File: config.mk
export PLATFORM = sky130hd
export DESIGN_NAME = pipeline_scoreboard
export DESIGN_NICKNAME = d
export VERILOG_FILES = /design/src/rtl/pipeline_scoreboard.sv
export SDC_FILE = /design/constraint.sdc
export NUM_CORES = 1
export LEC_CHECK = 0
export CAP_MARGIN = 20
export CORE_MARGIN = 3
export CORE_UTILIZATION = 47
export CTS_CLUSTER_SIZE = 40
export DETAILED_ROUTE_END_ITERATION = 6
export HOLD_SLACK_MARGIN = 0.03
export PLACE_DENSITY = 0.85
export SLEW_MARGIN = 20
export SYNTH_ARGS = -nofsm -noshare
export SYNTH_HDL_FRONTEND = slang
export SYNTH_SLANG_ARGS = --single-unit
export TNS_END_PERCENT = 20
File: constraint.sdc
create_clock -name clk -period 5.2 [get_ports clk]
set_clock_uncertainty 0.2 [all_clocks]
set_input_delay 1.56 -clock clk [delete_from_list [all_inputs] [get_ports clk]]
set_output_delay 1.56 -clock clk [all_outputs]
set_load 0.02 [all_outputs]
File: src/rtl/pipeline_scoreboard.sv
// pipeline_scoreboard
//   Producer side of the operand-forwarding interface. Tracks the destination register,
//   write-enable and load flag of the instructions in EX, MEM and WB, publishes them to
//   the forwarding logic, and detects load-use hazards that forwarding cannot cover.
//   On a load-use hazard it stalls decode and injects one bubble into EX. A saturating
//   counter records load-use stall cycles for performance monitoring.
//
// Ports
//   clk, rst        clock; synchronous active-high reset
//   id_valid        decode holds a valid instruction
//   id_instr        decode instruction (opcode [15:11], Rs [10:8], Rt [7:5])
//   id_reg_wrt      decode instruction writes a register
//   id_mem_read     decode instruction is a load
//   id_target_reg   decode instruction destination register
//   stall_ext       external freeze; all stages and the counter hold
//   flush           kill the instruction leaving decode
//   ex_*/mem_*/wb_* per-stage write-enable, destination and (EX only) load flag
//   id_stall        combinational load-use stall request for PC and IF/ID
//   stall_cnt       saturating count of load-use stall cycles
module pipeline_scoreboard #(
  parameter int unsigned CNT_W = 16
) (
  input  logic             clk,
  input  logic             rst,
  input  logic             id_valid,
  input  logic [15:0]      id_instr,
  input  logic             id_reg_wrt,
  input  logic             id_mem_read,
  input  logic [2:0]       id_target_reg,
  input  logic             stall_ext,
  input  logic             flush,
  output logic             ex_wrt,
  output logic [2:0]       ex_target,
  output logic             ex_mem_read,
  output logic             mem_wrt,
  output logic [2:0]       mem_target,
  output logic             wb_wrt,
  output logic [2:0]       wb_target,
  output logic             id_stall,
  output logic [CNT_W-1:0] stall_cnt
);

  typedef struct packed {
    logic       wrt;
    logic [2:0] target;
    logic       mem_read;
  } stage_t;

  localparam stage_t Bubble = '0;

  stage_t           ex_q, mem_q, wb_q;
  stage_t           ex_d;
  logic [CNT_W-1:0] stall_cnt_q;

  logic [4:0] op;
  logic [2:0] rs;
  logic [2:0] rt;
  logic       rs_used;
  logic       rt_used;
  logic       rs_hit;
  logic       rt_hit;

  // The immediate/function bits of the instruction carry no register operands.
  logic unused_instr_bits;
  assign unused_instr_bits = ^id_instr[4:0];

  assign op = id_instr[15:11];
  assign rs = id_instr[10:8];
  assign rt = id_instr[7:5];

  // Operand-use decode: which source fields actually read the register file.
  always_comb begin
    rs_used = 1'b0;
    rt_used = 1'b0;
    if (id_valid) begin
      case (op)
        5'b00000, 5'b00001, 5'b00010, 5'b00011,
        5'b00100, 5'b00110, 5'b11000: rs_used = 1'b0;
        default:                      rs_used = 1'b1;
      endcase
      rt_used = ((op[4:3] == 2'b11) && (op != 5'b11000) && (op != 5'b11001)) ||
                (op == 5'b10000) || (op == 5'b10011);
    end
  end

  // A load in EX has no data yet; any consumer in decode must wait one cycle.
  assign rs_hit   = rs_used && (rs == ex_q.target);
  assign rt_hit   = rt_used && (rt == ex_q.target);
  assign id_stall = ex_q.wrt && ex_q.mem_read && (rs_hit || rt_hit);

  // Flush, stall and an empty decode slot all collapse into the same single bubble.
  always_comb begin
    ex_d = Bubble;
    if (id_valid && !flush && !id_stall) begin
      ex_d.wrt      = id_reg_wrt;
      // Keep the destination clean for non-writers so comparators never see stale tags.
      ex_d.target   = id_reg_wrt ? id_target_reg : 3'b000;
      ex_d.mem_read = id_mem_read;
    end
  end

  always_ff @(posedge clk) begin
    if (rst) begin
      ex_q  <= Bubble;
      mem_q <= Bubble;
      wb_q  <= Bubble;
    end else if (!stall_ext) begin
      wb_q  <= mem_q;
      mem_q <= ex_q;
      ex_q  <= ex_d;
    end
  end

  always_ff @(posedge clk) begin
    if (rst) begin
      stall_cnt_q <= '0;
    end else if (id_stall && !stall_ext && (stall_cnt_q != {CNT_W{1'b1}})) begin
      stall_cnt_q <= stall_cnt_q + CNT_W'(1);
    end
  end

  assign ex_wrt      = ex_q.wrt;
  assign ex_target   = ex_q.target;
  assign ex_mem_read = ex_q.mem_read;
  assign mem_wrt     = mem_q.wrt;
  assign mem_target  = mem_q.target;
  assign wb_wrt      = wb_q.wrt;
  assign wb_target   = wb_q.target;
  assign stall_cnt   = stall_cnt_q;

endmodule

==> summary.md <==
| Metric | Value |
|---|---|
| Clock share of power | `42.3%` |
| Pwr Density | `221 mW/mm2` |
| Sequential area share after synthesis | `39.8%` |
| Core area | `0.00285 mm2` |
| Max-Slew Margin vs Limit | `between 50% and 60%` |
| Starting Density | `about half` |
| Critical path, cell by cell | `clkdlybuf4s50_1, nor3_1, a21oi_1, o21ai_0, a2bb2oi_2, nor2_1, dlymetal6s2s_1` |
| Post-placement cell area | `a little under 0.002 mm2` |
| Diode count | `0` |
| Post-Synth XOR/XNOR Area | `3.60%` |
| Run status | `complete, no violations` |
| Psw | `0.0000985 W` |
| Final-report hold violation count | `0` |
| Critical path type | `in2out` |
| CTS Sinks | `29` |
| Total GRT Usage | `19.4%` |
| Largest net degree at the start of global routing | `27` |
| Compound-Gate Fraction of Synth Area | `about 14%` |
| Final hold slack | `0.285 ns` |
| Worst Hold Launch | `ex_mem_read` |
| Worst Setup SP | `id_instr[12]` |
| # IOs | `56` |
| Max Cap Viol | `0` |
| Buf+Inv Stages, Crit Path | `2` |
| Setup WS pre-CTS | `0.000123 ns` |
| Most frequent cells in the layout | `clkdlybuf4s50_1, dfxtp_1, nor2_1` |
| Die Span Y | `~62 um` |
| Area delta synth->final | `41.8%` |
| Hold buffer count at cts | `0` |
| Post-Syn Nets | `190` |
| Total leakage power | `0.785 nW` |
| R2R Path Start | `stall_cnt[6]` |
| Hold WC Path Type | `reg2reg` |
| CP max stage cell | `clkdlybuf4s50_1` |
| Final non-filler cell total | `247` |
| Design internal power | `roughly 0.00036 W` |
| DR pass1 iterations | `4` |
| Worst VDD drop | `0.152 mV` |
| Tcrit/Tclk final | `around 92%` |
| Global-route wire length before repair | `5.48 mm` |
| Initial antenna violation count | `0` |
| Comb pwr share | `8.8%` |
| Design area | `0.00207 mm2` |
| Ys Warns | `0` |
| Slew Viols, Final | `0` |
| Placed Instances | `about 240` |
| Worst-path fanout max | `4` |
| Avg Vias per Cell | `5.88` |
| Total CTS buffers | `5` |
| DR iter-0 viols | `63` |
| Syn Area/Cell | `8.96 um2` |
| Post-Route WL | `3.55 mm` |
| Crit end category | `primary output` |
| Synth Register Bits | `29` |
| CTS Buffer Depth | `2` |
| CP required | `3.44 ns` |
| # port buffers | `50` |
| Root Driver | `clkbuf_4` |
| Drt drc | `0` |
| Setup WS post-layout | `0.401 ns` |
| Synthesized area | `0.00146 mm2` |
| Max stage delay on crit path | `0.46 ns` |
| RSZ-0062 raised after global routing | `false` |
| Routed wire per std cell | `14.4 um` |
| Vias | `around 1500` |
| Total grt overflow | `0` |
| HPWL Detailed | `2.64 mm` |
| Data arrival, critical path | `roughly 3.0 ns` |
| # nets final | `between 200 and 250` |
| Cell family with most CP delay | `buffers and inverters` |
| Antenna Nets Post-Route | `0` |
| Clock Pin Slew Worst Setup and Hold Paths | `0.09 ns` |
| Worst slew pin tran | `approximately 0.66 ns` |
| Adder-Cell Fraction of Synth Area | `0.857%` |
| Clock insertion delay at the later pin of the skew report | `0.33 ns` |
| Vias in the first global route | `between 1000 and 1500` |
| Multiplexer area fraction after synthesis | `10.9%` |
| Die W | `61.7 um` |
| Most common cell after layout, fill and taps aside | `clkdlybuf4s50_1` |
| Simple-gate area share of the yosys netlist | `28.4%` |
| CTS tree | `built` |
| Synth cell types | `37` |
| Switching share of power | `21.5%` |
| H-tree Lvls | `2` |
| Max Freq | `0.208 GHz` |
| Final-report setup violation count | `0` |
| Main combinational cell family by area after synthesis | `simple AND/OR/NAND/NOR gates` |
| Row cnt | `19` |
| Total Neg Setup Slack | `0 ns` |
| Die area | `0.00381 mm2` |
| CP Launch Type | `input port` |
| Sequential Power Share | `48.9%` |
| Routability cong. | `roughly 0.80` |
| Period minus WS final | `4.80 ns` |
| Share of layout cells above drive strength 1 | `6.48%` |
| Cells after synthesis | `163` |
[power groups by stage]
stage	logic, W	clock network, W	registers (W)
2_1_floorplan	0.0000155	0	0.000230
3_3_place_gp	0.0000390	0	0.000229
3_5_place_dp	0.0000403	0	0.000229
4_1_cts	0.0000404	0.000196	0.000224
5_1_grt	0.0000433	0.000204	0.000224
6_report	0.0000405	0.000194	0.000224
[flip-flops by register name (all words and copies together), names as in the netlist]
name         cells
ex_wrt           1
mem_wrt          1
wb_target        3
stall_cnt       16
mem_target       3
ex_target        3
ex_mem_read      1
wb_wrt           1
[worst paths after layout]
path | cells past startpoint | slack [ns] | end
worst max-delay path | 7 | 0.40 | id_stall
worst min-delay path | 2 | 0.29 | ex_mem_read
worst max register to register | 6 | 2.64 | stall_cnt[12]
worst min register to register | 2 | 0.29 | ex_mem_read
[kinds of logic after synthesis]
logic type,count (synthesis)
buffers and inverters,8
XOR/XNOR,6
multiplexers,15
flip-flops,29
AO/OA/AOI/OAI,30
AND/OR/NAND/NOR,74
adder cells (fa/ha/maj),1
[cells in the mapped netlist (all sizes together)]
cell type,number,area [um2]
dfxtp,29,581
nor2,18,67.6
a21oi,10,50.1
mux2i,8,80.1
nand2,8,30.0
nand3,8,40.0
nor2b,8,50.1
mux2,7,78.8
nor3,6,30.0
o21ai,6,30.0
o31ai,6,45.0
or4,6,45.0
clkbuf,5,18.8
xor2,5,43.8
nand4,4,25.0
a22o,3,26.3
buf,3,20.0
and3,2,12.5
and4,2,22.5
nor3b,2,15.0
nor4,2,12.5
nor4b,2,23.8
or2,2,12.5
or3,2,12.5
a211o,1,8.76
a21o,1,7.51
a2bb2oi,1,15.0
a41o,1,10.0
and2,1,6.26
ha,1,12.5
o211a,1,10.0
or3b,1,8.76
xnor2,1,8.76
[cell type report]
class | count | area [um2]
Multi-Input combinational cell | 126 | 841
Clock buffer | 7 | 55.1
Clock inverter | 1 | 30.0
Tap cell | 31 | 38.8
Timing Repair Buffer | 53 | 526
Fill cell | 218 | 782
Sequential cell | 29 | 581
[through the flow]
step / utilization [%] / total power (W)
after global placement: 69.5 / 0.000268
final: 72.6 / 0.000458
after CTS: 72.5 / 0.000461
after detailed placement: 69.5 / 0.000270
after global routing: 72.6 / 0.000472
after floorplan: - / 0.000246
[worst reg2reg max path, delay by kind of cell (launching register included)]
family / cells / cell delay [ns]
AND/OR/NAND/NOR: 4 / 1.22
flip-flops: 1 / 0.45
multiplexers: 1 / 0.33
AO/OA/AOI/OAI: 1 / 0.24
[timing repair]
item                                    in CTS  in global routing
endpoints found under the setup margin       0                  1
hold endpoints to repair                     0                  0
buffers inserted                             0                  0
gates resized for setup                      0                  1
[metal layers]
metal  wire length (um)  track usage, %  vias up
li1                   -               -      711
met1               1490            21.8      670
met2               1730            34.1       65
met3                267            5.58        7
met4                 58            8.48        0
met5                  0               0        -
(Power assumes the default switching activity.)
==> edit 1 (same settings) <==
The parameter `CNT_W` goes from 16 to 18.
--- a/src/rtl/pipeline_scoreboard.sv
+++ b/src/rtl/pipeline_scoreboard.sv
@@ -18,7 +18,7 @@
 //   id_stall        combinational load-use stall request for PC and IF/ID
 //   stall_cnt       saturating count of load-use stall cycles
 module pipeline_scoreboard #(
-  parameter int unsigned CNT_W = 16
+  parameter int unsigned CNT_W = 18
 ) (
   input  logic             clk,
   input  logic             rst,
Interface: changed (resized stall_cnt); port bits go from 56 to 58. No check against the original RTL was run, so the function may have changed too.
==> edit 1 against the original RTL <==
Sequential power up 7%. Design area up 7.2%. Power up 4.7%. Die area up 6.3%. Utilization down 1.1 points. Critical path depth unchanged. Synthesized area up 7.0%. Count of clock-buffer cells in the layout down 1. Sequential cell count up 2. Routed wire length up 8.7%. Non-clock buffer count up 5. Largest cell class unchanged. Worst setup slack worse by 0.16 ns.
==> edit 1: results (changes against the original RTL) <==
{
  "run_status": {
    "outcome": "finished clean"
  },
  "min_path": {
    "hold_start": "wb_target[0]$_SDFFE_PP0N_",
    "hold_class": "flop to flop",
    "min_to": "wb_target[0]$_SDFFE_PP0N_"
  },
  "clock_network": {
    "numCtsBuffers": {"value": 5, "change": "unchanged"},
    "cts-root-to-sink-buffers": {"value": 2, "change": "unchanged"}
  },
  "yosys": {
    "yosysUniqueCellTypes": {"value": 40, "change": "+8.1%"},
    "post_synth_inst_count": {"value": 172, "change": "+5.5%"},
    "yosys-top-cells-area": "sky130_fd_sc_hd__dfxtp_1 40%, sky130_fd_sc_hd__mux2i_1 5.8%, sky130_fd_sc_hd__a21oi_1 5.1%",
    "mappedNetlistNets": {"value": 199, "change": "+4.7%"},
    "synth_seq_area_share": {"value": 39.7, "unit": "%", "change": "-0.048 points"},
    "synth_commonest_cells": "31 x sky130_fd_sc_hd__dfxtp_1, 16 x sky130_fd_sc_hd__a21oi_1, 16 x sky130_fd_sc_hd__nor2_1"
  },
  "setup_path": {
    "worstRegToRegCells": {"value": 7, "change": "+1"},
    "cpMaxStageDelayCell": "sky130_fd_sc_hd__clkdlybuf4s50_1",
    "critPathMaxFanout": {"value": 3, "change": "-1"},
    "critical-path-max-stage-delay": {"value": 0.49, "unit": "ns", "change": "+0.03 ns"},
    "critical_path.reg2reg.endpoint": "stall_cnt[10]$_SDFFE_PP0P_",
    "worst_r2r_startpoint": "ex_target[2]$_SDFFE_PP0N_",
    "timing.critical_path.arrival": {"value": 3.20, "unit": "ns", "change": "+0.16 ns"},
    "reg2reg_slack": {"value": 2.54, "unit": "ns", "change": "-0.10 ns"}
  },
  "power_and_ir_drop": {
    "p_leak": {"value": 0.756, "unit": "nW", "change": "-3.7%"},
    "worst_ir_drop_vdd": {"value": 0.000169, "unit": "V", "change": "+11%"}
  },
  "grt": {
    "grtUsageTotal": {"value": 20.6, "unit": "%", "change": "+1.2 points"},
    "antenna_violations_before_repair": {"value": 0, "change": "unchanged"},
    "grt_start_max_net_pins": {"value": 34, "change": "+26%"},
    "grt_first_pass_wirelength": {"value": 6570, "unit": "um", "change": "+20%"}
  },
  "finish": {
    "num-fill-cells": {"value": 248, "change": "+14%"},
    "drive_gt1_share": {"value": 10.9, "unit": "%", "change": "+4.4 points"},
    "finalNetCount": {"value": 256, "change": "+5.8%"},
    "largest_register_ffs": {"value": 18, "change": "+2"}
  },
  "routing": {
    "num_vias": {"value": 1511, "change": "+4.0%"},
    "routed_via_density": {"value": 5.51, "change": "-6.3%"},
    "routedWlPerCell": {"value": 14.1, "unit": "um", "change": "-2.0%"},
    "firstDrtPassIters": {"value": 4, "change": "unchanged"},
    "initialDrtViolationCount": {"value": 91, "change": "+44%"}
  },
  "placement": {
    "port-buffer-count": {"value": 52, "change": "+4.0%"},
    "finalWeightedCongestion": {"value": 0.836, "change": "+4.9%"},
    "detailed_place_hpwl": {"value": 2890, "unit": "um", "change": "+9.4%"},
    "place_inst": {"value": 266, "change": "+11%"}
  },
  "sta": {
    "slew_headroom": {"value": 48.8, "unit": "%", "change": "-7.4 points"}
  }
}
==> edit 1: repair_timing <==
action                                  4_1_cts  5_1_grt
endpoints found under the hold margin         0        0
endpoints found under the setup margin        1        1
gates cloned                                  0        0
pin swaps                                     0        0
setup buffers                                 0        0
resized for setup                             1        2
==> edit 1: worst max path at each step <==
| stage | slack, ns | cells after the start | to | start |
|---|---|---|---|---|
| 2_1_floorplan | 0.68 | 6 | id_stall | id_instr[7] |
| 5_1_grt | 0.13 | 7 | id_stall | id_valid |
| 4_1_cts | 0.06 | 7 | id_stall | id_valid |
| 6_report | 0.24 | 7 | id_stall | id_valid |
| 3_3_place_gp | -0.20 | 7 | id_stall | id_valid |
| 3_5_place_dp | -0.21 | 7 | id_stall | id_valid |
==> edit 1: kinds of logic after synthesis <==
kind of cell | count (synthesis) | share of synthesized area (%)
AOI/OAI and AO/OA | 37 | 17.1
muxes | 12 | 7.93
DFF | 31 | 39.7
xor gates and xnor gates | 7 | 3.92
buffers and inverters | 11 | 3.60
adders and majority gates | 1 | 0.801
and+or+nand+nor | 73 | 27.0
==> edit 1: layout make-up <==
type	instances	area [sq um]	share of cell area, %
Clock buffer	6	51.3	2.31
Clock inverter	2	35.0	1.58
Inverter	3	11.3	0.507
Multi-Input combinational cell	130	886	39.9
Sequential cell	31	621	28.0
Tap cell	44	55.1	2.48
Timing Repair Buffer	58	561	25.3
==> edit 1: metrics by stage <==
stage / area (sq um) / hold slack [ns] / setup TNS, ns / worst slack, ns
6_report: 2220 / 0.305 / 0 / 0.238
5_1_grt: 2220 / 0.329 / 0 / 0.128
4_1_cts: 2220 / 0.314 / 0 / 0.0588
3_5_place_dp: 2140 / 0.294 / -0.208 / -0.208
3_3_place_gp: 2140 / 0.275 / -0.197 / -0.197
2_1_floorplan: 1560 / 0.359 / 0 / 0.685
==> edit 1: metal layers <==
metal,GRT usage (%),share of wire (%)
met5,0,0
met3,7.13,3.6
met2,37.5,53
met4,7.55,1.6
met1,21.6,42
==> edit 1: power breakdown <==
group          internal, mW  switching (mW)
registers             0.238         0.00134
clock network         0.114          0.0875
logic                0.0223          0.0172
==> edit 1: worst min-delay path, cell delays in order (launching register included) <==
cell                      delay (ns)
sky130_fd_sc_hd__dfxtp_1        0.34
sky130_fd_sc_hd__mux2i_1        0.06
sky130_fd_sc_hd__nor2_1         0.08
==> edit 2 (config.mk and constraints unchanged) <==
Made on the original files. Reset style: asynchronous (`rst`), changed in 2 clocked blocks. Comments in the files are not updated.
--- a/src/rtl/pipeline_scoreboard.sv
+++ b/src/rtl/pipeline_scoreboard.sv
@@ -99,7 +99,7 @@
     end
   end
 
-  always_ff @(posedge clk) begin
+  always_ff @(posedge clk or posedge rst) begin
     if (rst) begin
       ex_q  <= Bubble;
       mem_q <= Bubble;
@@ -111,7 +111,7 @@
     end
   end
 
-  always_ff @(posedge clk) begin
+  always_ff @(posedge clk or posedge rst) begin
     if (rst) begin
       stall_cnt_q <= '0;
     end else if (id_stall && !stall_ext && (stall_cnt_q != {CNT_W{1'b1}})) begin
Behaviour: differs if rst is asserted again (counterexample within 4 cycles, from zero or initial values and one cycle with rst high); with rst held inactive, the same outputs for 10 cycles.
==> edit 2 against the original RTL <==
Sequential cell count did not move. Synthesized cell count fell by 18%. Design area grew 4.0%. Worst setup slack worse by 0.15 ns. First-iteration DRC count fell by 14%. Largest power group unchanged. Highest routed layer unchanged. Routed wire length shrank 3.4%. Synthesized area increased by 4.2%. Power grew 7.4%.
==> edit 2: results (changes against the original RTL) <==
{
  "grt": {
    "grt_use_met2": {"value": 29.2, "unit": "%", "change": "-4.8 points"},
    "globalRouteMet3Util": {"value": 4.14, "unit": "%", "change": "-1.4 points"},
    "grt_first_pass_wirelength": {"value": 5890, "unit": "um", "change": "+7.6%"},
    "grt_start_max_net_pins": {"value": 30, "change": "+11%"},
    "first_global_vias": {"value": 1313, "change": "+1.2%"},
    "grtUsageTotal": {"value": 18.9, "unit": "%", "change": "-0.59 points"}
  },
  "yosys": {
    "synth-adder-area-share": {"value": 0.822, "unit": "%", "change": "-0.035 points"},
    "synth-async-reset-ratio": {"value": 100, "unit": "%", "change": "+100 points"},
    "synth_commonest_cells": "29 x sky130_fd_sc_hd__dfrtp_1, 18 x sky130_fd_sc_hd__xnor2_1, 13 x sky130_fd_sc_hd__nand2_1",
    "share_of_the_synthesized_area_in_compound_gates_ao_oa_aoi_oai": {"value": 6.99, "unit": "%", "change": "-6.9 points"},
    "synth-xor-area-share": {"value": 12.1, "unit": "%", "change": "+8.5 points"},
    "yosysUniqueCellTypes": {"value": 36, "change": "-2.7%"},
    "synth_top_flop_cell": "sky130_fd_sc_hd__dfrtp_1",
    "avgSynthCellArea": {"value": 11.4, "unit": "sq um", "change": "+27%"}
  },
  "finish": {
    "finish.cell_count_without_fillers": {"value": 235, "change": "-4.9%"}
  },
  "setup_path": {
    "worst_setup_path_startpoint": "id_instr[9]",
    "critical-path-max-stage-delay": {"value": 0.48, "unit": "ns", "change": "+0.02 ns"},
    "worst_r2r_startpoint": "ex_target[1]$_DFFE_PP0N_"
  },
  "sta": {
    "slew_headroom": {"value": 45.1, "unit": "%", "change": "-11 points"},
    "final.period_utilization": {"value": 95.2, "unit": "%", "change": "+2.9 points"}
  },
  "placement": {
    "detailed_place_hpwl": {"value": 2620, "unit": "um", "change": "-0.89%"}
  },
  "power_and_ir_drop": {
    "power_report.internal_total": {"value": 0.378, "unit": "mW", "change": "+5.0%"},
    "comb_power": {"value": 0.0598, "unit": "mW", "change": "+48%"},
    "p_leak": {"value": 0.891, "unit": "nW", "change": "+14%"},
    "worst_ir_drop_vdd": {"value": 0.000203, "unit": "V", "change": "+34%"}
  },
  "routing": {
    "routed_via_density": {"value": 5.29, "change": "-10%"}
  },
  "min_path": {
    "hold_start": "wb_target[0]$_DFFE_PP0N_"
  },
  "run_status": {
    "outcome": "finished clean"
  }
}
-- edit 2: changes by cell type in the layout (fill, tap and decap cells not counted), sizes merged, moves of 5 or more --
cell,unedited run,this run
nand4,4,10
dfrtp,0,29
nor2b,8,0
or4,6,1
nand2,8,15
a21oi,10,2
nor2,18,7
dfxtp,29,0
o31ai,6,0
xnor2,1,18
o21ai,6,1
mux2i,8,0
-- edit 2: timing repair --
| item | in CTS | in global routing |
|---|---|---|
| setup endpoints to repair | 1 | 0 |
| hold buffers | 0 | 0 |
| resized for setup | 1 | 0 |
-- edit 2: stage by stage --
| stage | utilization (%) | instance area, sq um | setup TNS [ns] | hold slack [ns] |
|---|---|---|---|---|
| final | 70.0 | 2150 | 0 | 0.326 |
| after global routing | 70.0 | 2150 | 0 | 0.344 |
| after CTS | 70.0 | 2150 | 0 | 0.332 |
| after detailed placement | 67.1 | 2070 | -0.0361 | 0.312 |
| after global placement | 67.1 | 2070 | -0.0137 | 0.288 |
| after floorplan | - | 1520 | 0 | 0.411 |
-- edit 2: cell type report --
class	count	area [sq um]
fillers	231	925
clock buffers	6	51.3
multi-input cells	100	762
repair buffers	52	514
clock inverters	2	37.5
inverters	2	7.51
well taps	44	55.1
flip-flops and latches	29	726
-- edit 2: worst min path at each step --
stage	to	slack, ns
after floorplan	stall_cnt[7]$_DFFE_PP0P_	0.41
after global placement	wb_wrt$_DFFE_PP0N_	0.29
after detailed placement	wb_target[2]$_DFFE_PP0N_	0.31
after CTS	stall_cnt[7]$_DFFE_PP0P_	0.33
after global routing	wb_target[2]$_DFFE_PP0N_	0.34
final	wb_target[0]$_DFFE_PP0N_	0.33
